## config.mk

```make
export PLATFORM = sky130hd
export DESIGN_NAME = adder3_accum_seq_flat
export DESIGN_NICKNAME = d
export VERILOG_FILES = /design/src/rtl/adder3_accum_seq_if.sv /design/src/rtl/adder3_accum_seq.sv /design/src/flat_wrapper.sv
export SDC_FILE = /design/constraint.sdc
export NUM_CORES = 1
export LEC_CHECK = 0
export BUFFER_PORTS_ARGS = -buffer_cell sky130_fd_sc_hd__clkbuf_2
export CORE_MARGIN = 10
export CORE_UTILIZATION = 40
export DETAILED_ROUTE_END_ITERATION = 10
export PLACE_DENSITY = 0.85
export SYNTH_ARGS = -nofsm -noshare
export SYNTH_HDL_FRONTEND = slang
export SYNTH_SLANG_ARGS = --single-unit
```

## constraint.sdc

```tcl
create_clock -name clk -period 3.1 [get_ports clk]
set_input_delay 0 -clock clk [delete_from_list [all_inputs] [get_ports clk]]
set_output_delay 0 -clock clk [all_outputs]
set_load 0.01 [all_outputs]
```

## src/rtl/adder3_accum_seq_if.sv

```systemverilog
// rtl/adder3_accum_seq_if.sv - start, term-pair, external adder and result bundle for adder3_accum_seq
interface adder3_accum_seq_if #(
  parameter int DW = 16
);
  logic          start;
  logic [DW-1:0] bias;
  logic          busy;
  logic          in_valid;
  logic          in_ready;
  logic [DW-1:0] in_a;
  logic [DW-1:0] in_b;
  logic [DW-1:0] add_a;
  logic [DW-1:0] add_b;
  logic [DW-1:0] add_c;
  logic [DW-1:0] add_sum;
  logic          out_valid;
  logic          out_ready;
  logic [DW-1:0] out_data;

  // master: the environment (multiplier stage, adder, sigmoid stage)
  modport master (
    output start, bias, in_valid, in_a, in_b, add_sum, out_ready,
    input  busy, in_ready, add_a, add_b, add_c, out_valid, out_data
  );

  // slave: the sequencer
  modport slave (
    input  start, bias, in_valid, in_a, in_b, add_sum, out_ready,
    output busy, in_ready, add_a, add_b, add_c, out_valid, out_data
  );
endinterface

```

## src/rtl/adder3_accum_seq.sv

```systemverilog
// rtl/adder3_accum_seq.sv - time-shares one 3-input adder to form bias + sum of N_TERMS products
module adder3_accum_seq #(
  parameter int DW      = 16,
  parameter int N_TERMS = 9
) (
  input  logic               clk,
  input  logic               rst_n,
  adder3_accum_seq_if.slave  bus
);
  localparam int BEATS = (N_TERMS + 1) / 2;
  localparam int CW    = $clog2(BEATS) + 1;
  localparam logic [CW-1:0] LAST_CNT = CW'(BEATS - 1);
  localparam bit   ODD_N = (N_TERMS % 2) == 1;

  typedef enum logic [1:0] {S_IDLE, S_ACCUM, S_DONE} state_t;

  state_t        state, state_nxt;
  logic [DW-1:0] acc, acc_nxt;
  logic [CW-1:0] cnt, cnt_nxt;
  logic          last_beat;

  assign last_beat = (cnt == LAST_CNT);

  always_ff @(posedge clk or negedge rst_n) begin
    if (!rst_n) begin
      state <= S_IDLE;
      acc   <= '0;
      cnt   <= '0;
    end else begin
      state <= state_nxt;
      acc   <= acc_nxt;
      cnt   <= cnt_nxt;
    end
  end

  always_comb begin
    state_nxt = state;
    acc_nxt   = acc;
    cnt_nxt   = cnt;
    case (state)
      S_IDLE: begin
        if (bus.start) begin
          acc_nxt   = bus.bias;
          cnt_nxt   = '0;
          state_nxt = S_ACCUM;
        end
      end
      S_ACCUM: begin
        if (bus.in_valid) begin
          acc_nxt = bus.add_sum;
          cnt_nxt = cnt + 1'b1;
          if (last_beat) state_nxt = S_DONE;
        end
      end
      S_DONE: begin
        if (bus.out_ready) state_nxt = S_IDLE;
      end
      default: state_nxt = S_IDLE;
    endcase
  end

  assign bus.busy      = (state != S_IDLE);
  assign bus.in_ready  = (state == S_ACCUM);
  assign bus.out_valid = (state == S_DONE);
  assign bus.out_data  = acc;
  assign bus.add_a     = acc;
  assign bus.add_b     = bus.in_a;
  // Odd term count: the last beat carries a single term, so the pair's second slot is zeroed.
  assign bus.add_c     = (ODD_N && state == S_ACCUM && last_beat) ? '0 : bus.in_b;
endmodule

```

## src/flat_wrapper.sv

```systemverilog
// flat-port wrapper written by rule: the top's interface ports become plain ports
module adder3_accum_seq_flat 
#(
  parameter int DW      = 16,
  parameter int N_TERMS = 9
)
  (clk, rst_n, bus_start, bus_bias, bus_in_valid, bus_in_a, bus_in_b, bus_add_sum, bus_out_ready, bus_busy, bus_in_ready, bus_add_a, bus_add_b, bus_add_c, bus_out_valid, bus_out_data);
  adder3_accum_seq_if #(.DW(DW)) bus_i ();
  input  logic clk;
  input  logic rst_n;
  input wire logic [$bits(bus_i.start)-1:0] bus_start;
  input wire logic [$bits(bus_i.bias)-1:0] bus_bias;
  input wire logic [$bits(bus_i.in_valid)-1:0] bus_in_valid;
  input wire logic [$bits(bus_i.in_a)-1:0] bus_in_a;
  input wire logic [$bits(bus_i.in_b)-1:0] bus_in_b;
  input wire logic [$bits(bus_i.add_sum)-1:0] bus_add_sum;
  input wire logic [$bits(bus_i.out_ready)-1:0] bus_out_ready;
  output wire logic [$bits(bus_i.busy)-1:0] bus_busy;
  output wire logic [$bits(bus_i.in_ready)-1:0] bus_in_ready;
  output wire logic [$bits(bus_i.add_a)-1:0] bus_add_a;
  output wire logic [$bits(bus_i.add_b)-1:0] bus_add_b;
  output wire logic [$bits(bus_i.add_c)-1:0] bus_add_c;
  output wire logic [$bits(bus_i.out_valid)-1:0] bus_out_valid;
  output wire logic [$bits(bus_i.out_data)-1:0] bus_out_data;
  assign bus_i.start = bus_start;
  assign bus_i.bias = bus_bias;
  assign bus_i.in_valid = bus_in_valid;
  assign bus_i.in_a = bus_in_a;
  assign bus_i.in_b = bus_in_b;
  assign bus_i.add_sum = bus_add_sum;
  assign bus_i.out_ready = bus_out_ready;
  assign bus_busy = bus_i.busy;
  assign bus_in_ready = bus_i.in_ready;
  assign bus_add_a = bus_i.add_a;
  assign bus_add_b = bus_i.add_b;
  assign bus_add_c = bus_i.add_c;
  assign bus_out_valid = bus_i.out_valid;
  assign bus_out_data = bus_i.out_data;
  adder3_accum_seq #(.DW(DW), .N_TERMS(N_TERMS)) u_core (.clk(clk), .rst_n(rst_n), .bus(bus_i));
endmodule
```

==> run metrics <==
Antenna Cells=0; area post-placement=1800 um^2; Post-route DRC=0; Setup crit end kind=output port; Netlist cell types=26; period utilization=64.0%; die area=6630 um^2; vias in the first global route=1411; Inserted Clock Buffers=3; Congestion Overflow GR=0; core area=3660 um^2; Die Wd=81.4 um; Hold Fails Final Rpt=0; WS Path Type=flop to output port; Layout fillers=344; RSZ-0062 raised after global routing=no; # setup viols final=0; largest net degree at the start of global routing=23; H-tree Lvls=1; I/O pin total=136; # port buffers=103; TritonCTS clock tree=yes; Cell Pwr Density=920 nW/um^2; YS warnings=0; Clock Skew=0.00301 ns; post-route cell area=1870 um^2; max_slew headroom=44.1%; first-pass iteration count of the detailed router=4; HPWL Detailed=3.29 mm; Initial Util=41.3%; Final ANT Viol Nets=0; fin crit period=1.98 ns; f_max=0.504 GHz; Wirelength per Cell=15.1 um; nets=280; # rows=22; Avg Synthesized Cell Area=11.0 um^2; Cell Chain, Critical Path=inv_1 -> ha_1 -> nand2_1 -> nor3_2 -> and2b_1 -> clkbuf_2; Synth Instances=137; critical path's slowest cell=nor3_2; initial antenna violation count=0; CP Launch Type=flop; Worst-Skew Late Latency=0.26 ns; CP required=3.10 ns; Least-Margin Pin Slew=0.838 ns; outcome=completed; Final Max Tran Viols=0; largest buffer count on any clock path=2; critical path's largest stage delay=0.61 ns; routed vias/inst=4.63; synth-to-layout area growth=23.5%; final weighted congestion in routability-driven placement=0.864; max cap viols=0; Leakage=0.00100 uW; first-pass GRT wire length=6.24 mm; syn nets=208; Total GRT Usage=11.5%; layout cells sized above 1=69.7%; crit-path max FO=16; Clk pin slew, worst setup/hold paths=0.08 ns; initial DRC count=28; Vias=1186; worst hold path type=input port to output port; peak supply drop=0.000397 V; sequential fraction of the synthesis area=36.5%; flops & latches, synth=22; Clock Tree Root=clkbuf_8; Worst EP arrival=1.98 ns; # clock sinks=22; mapped cell area=1510 um^2; setup TNS after final layout=0 ns; drt total wl=3.88 mm; Die H=81.4 um
-- cells in the mapped netlist, drive strengths merged --
cell / n / area share, %
a22o: 1 / 0.58
or2: 1 / 0.41
nand2: 4 / 0.99
dfrtp: 22 / 36
nand2b: 1 / 0.91
nand4: 1 / 0.41
mux2: 33 / 25
clkbuf: 1 / 0.25
mux2i: 1 / 0.66
nor2b: 14 / 5.8
nor3: 1 / 0.66
ha: 2 / 1.7
nor2: 3 / 0.91
o21bai: 1 / 0.50
o21ai: 3 / 0.99
inv: 4 / 0.99
buf: 36 / 19
a32o: 1 / 0.66
a31oi: 1 / 0.41
and2b: 3 / 1.5
o311ai: 1 / 0.58
nand3: 2 / 0.66
-- repair_timing --
action                                 in CTS  in global routing
hold buffers                                1                  0
setup buffers                               0                  0
setup endpoints to repair                   0                  0
endpoints found under the hold margin      22                  0
resized for setup                           0                  0
-- per-layer routing --
metal | track usage, % | routed length [um]
met5 | 0 | 0
met4 | 4.84 | 31
met3 | 5.46 | 543
met2 | 20.1 | 1900
met1 | 11.4 | 1400
-- cell usage in the layout (no fill, tap or decap) --
master	n
a22o_1	1
a31oi_1	1
a32o_1	1
and2b_1	3
clkbuf_2	103
clkbuf_8	4
dfrtp_1	22
dlygate4sd3_1	1
ha_1	2
inv_1	3
inv_2	1
mux2_2	30
mux2_4	3
mux2i_1	1
nand2_1	4
nand2b_4	1
nand3_1	2
nand4_1	1
nor2_1	2
nor2_2	1
nor2b_1	14
nor3_2	1
o21ai_0	3
o21bai_1	1
o311ai_0	1
or2_2	1
-- worst max-delay path, delay by kind of cell (launching register included) --
| kind | cells | cell delay, ns |
|---|---|---|
| DFF | 1 | 0.42 |
| adders and majority gates | 1 | 0.14 |
| buffers and inverters | 2 | 0.19 |
| and+or+nand+nor | 3 | 0.97 |
-- layout make-up --
cell class,count,area (um^2),area share (%)
multi-input cells,74,659,35.3
flip-flops and latches,22,551,29.5
repair buffers,104,526,28.2
well taps,48,60.1,3.22
clock buffers,4,55.1,2.95
inverters,4,15.0,0.805
-- kinds of logic (layout without fill, tap and decap cells) --
logic type               count (synthesis)  after routing  synth area share [%]
AND/OR/NAND/NOR                         30             30                  12.3
adder cells (fa/ha/maj)                  2              2                  1.66
flip-flops                              22             22                  36.5
multiplexers                            34             34                  26.0
AO/OA/AOI/OAI                            8              8                  3.73
buffers and inverters                   41            112                  19.9
-- power breakdown --
group	internal, uW	switching [uW]
Clock	113	88.7
Combinational	488	466
Sequential	429	132
Total	1030	686
-- stage by stage --
step | worst slack (ns) | util, % | hold slack (ns) | power, uW | instances
4_1_cts | 1.06 | 51.0 | 0.0000686 | 1750 | 256
2_1_floorplan | 1.55 | - | -0.296 | 1350 | 137
3_3_place_gp | 1.26 | 49.2 | -0.00128 | 1520 | 251
3_5_place_dp | 1.19 | 49.2 | 0.0000686 | 1540 | 251
5_1_grt | 0.917 | 51.0 | 0.0000151 | 1860 | 256
6_report | 1.12 | 51.0 | 0.00000356 | 1720 | 256
-- registers in the layout (all words and copies together) (netlist names) --
signal and flops:
u_core.cnt 4, u_core.bus.add_a 16, u_core.state 2
-- path summary, 6_finish.rpt --
kind	from	end	slack (ns)	cells after the start
setup / recovery	u_core.cnt[0]	bus_add_c[13]	1.12	6
hold / removal	bus_in_a[1]	bus_add_b[1]	0.000004	0
setup reg to reg	u_core.state[0]	u_core.bus.add_a[1]	1.22	3
hold reg to reg	u_core.bus.add_a[4]	u_core.bus.add_a[4]	0.54	1
max in group asynchronous	rst_n	u_core.state[1]	2.48	2
min in group asynchronous	rst_n	u_core.bus.add_a[8]	0.25	2
(Power assumes the default switching activity.)
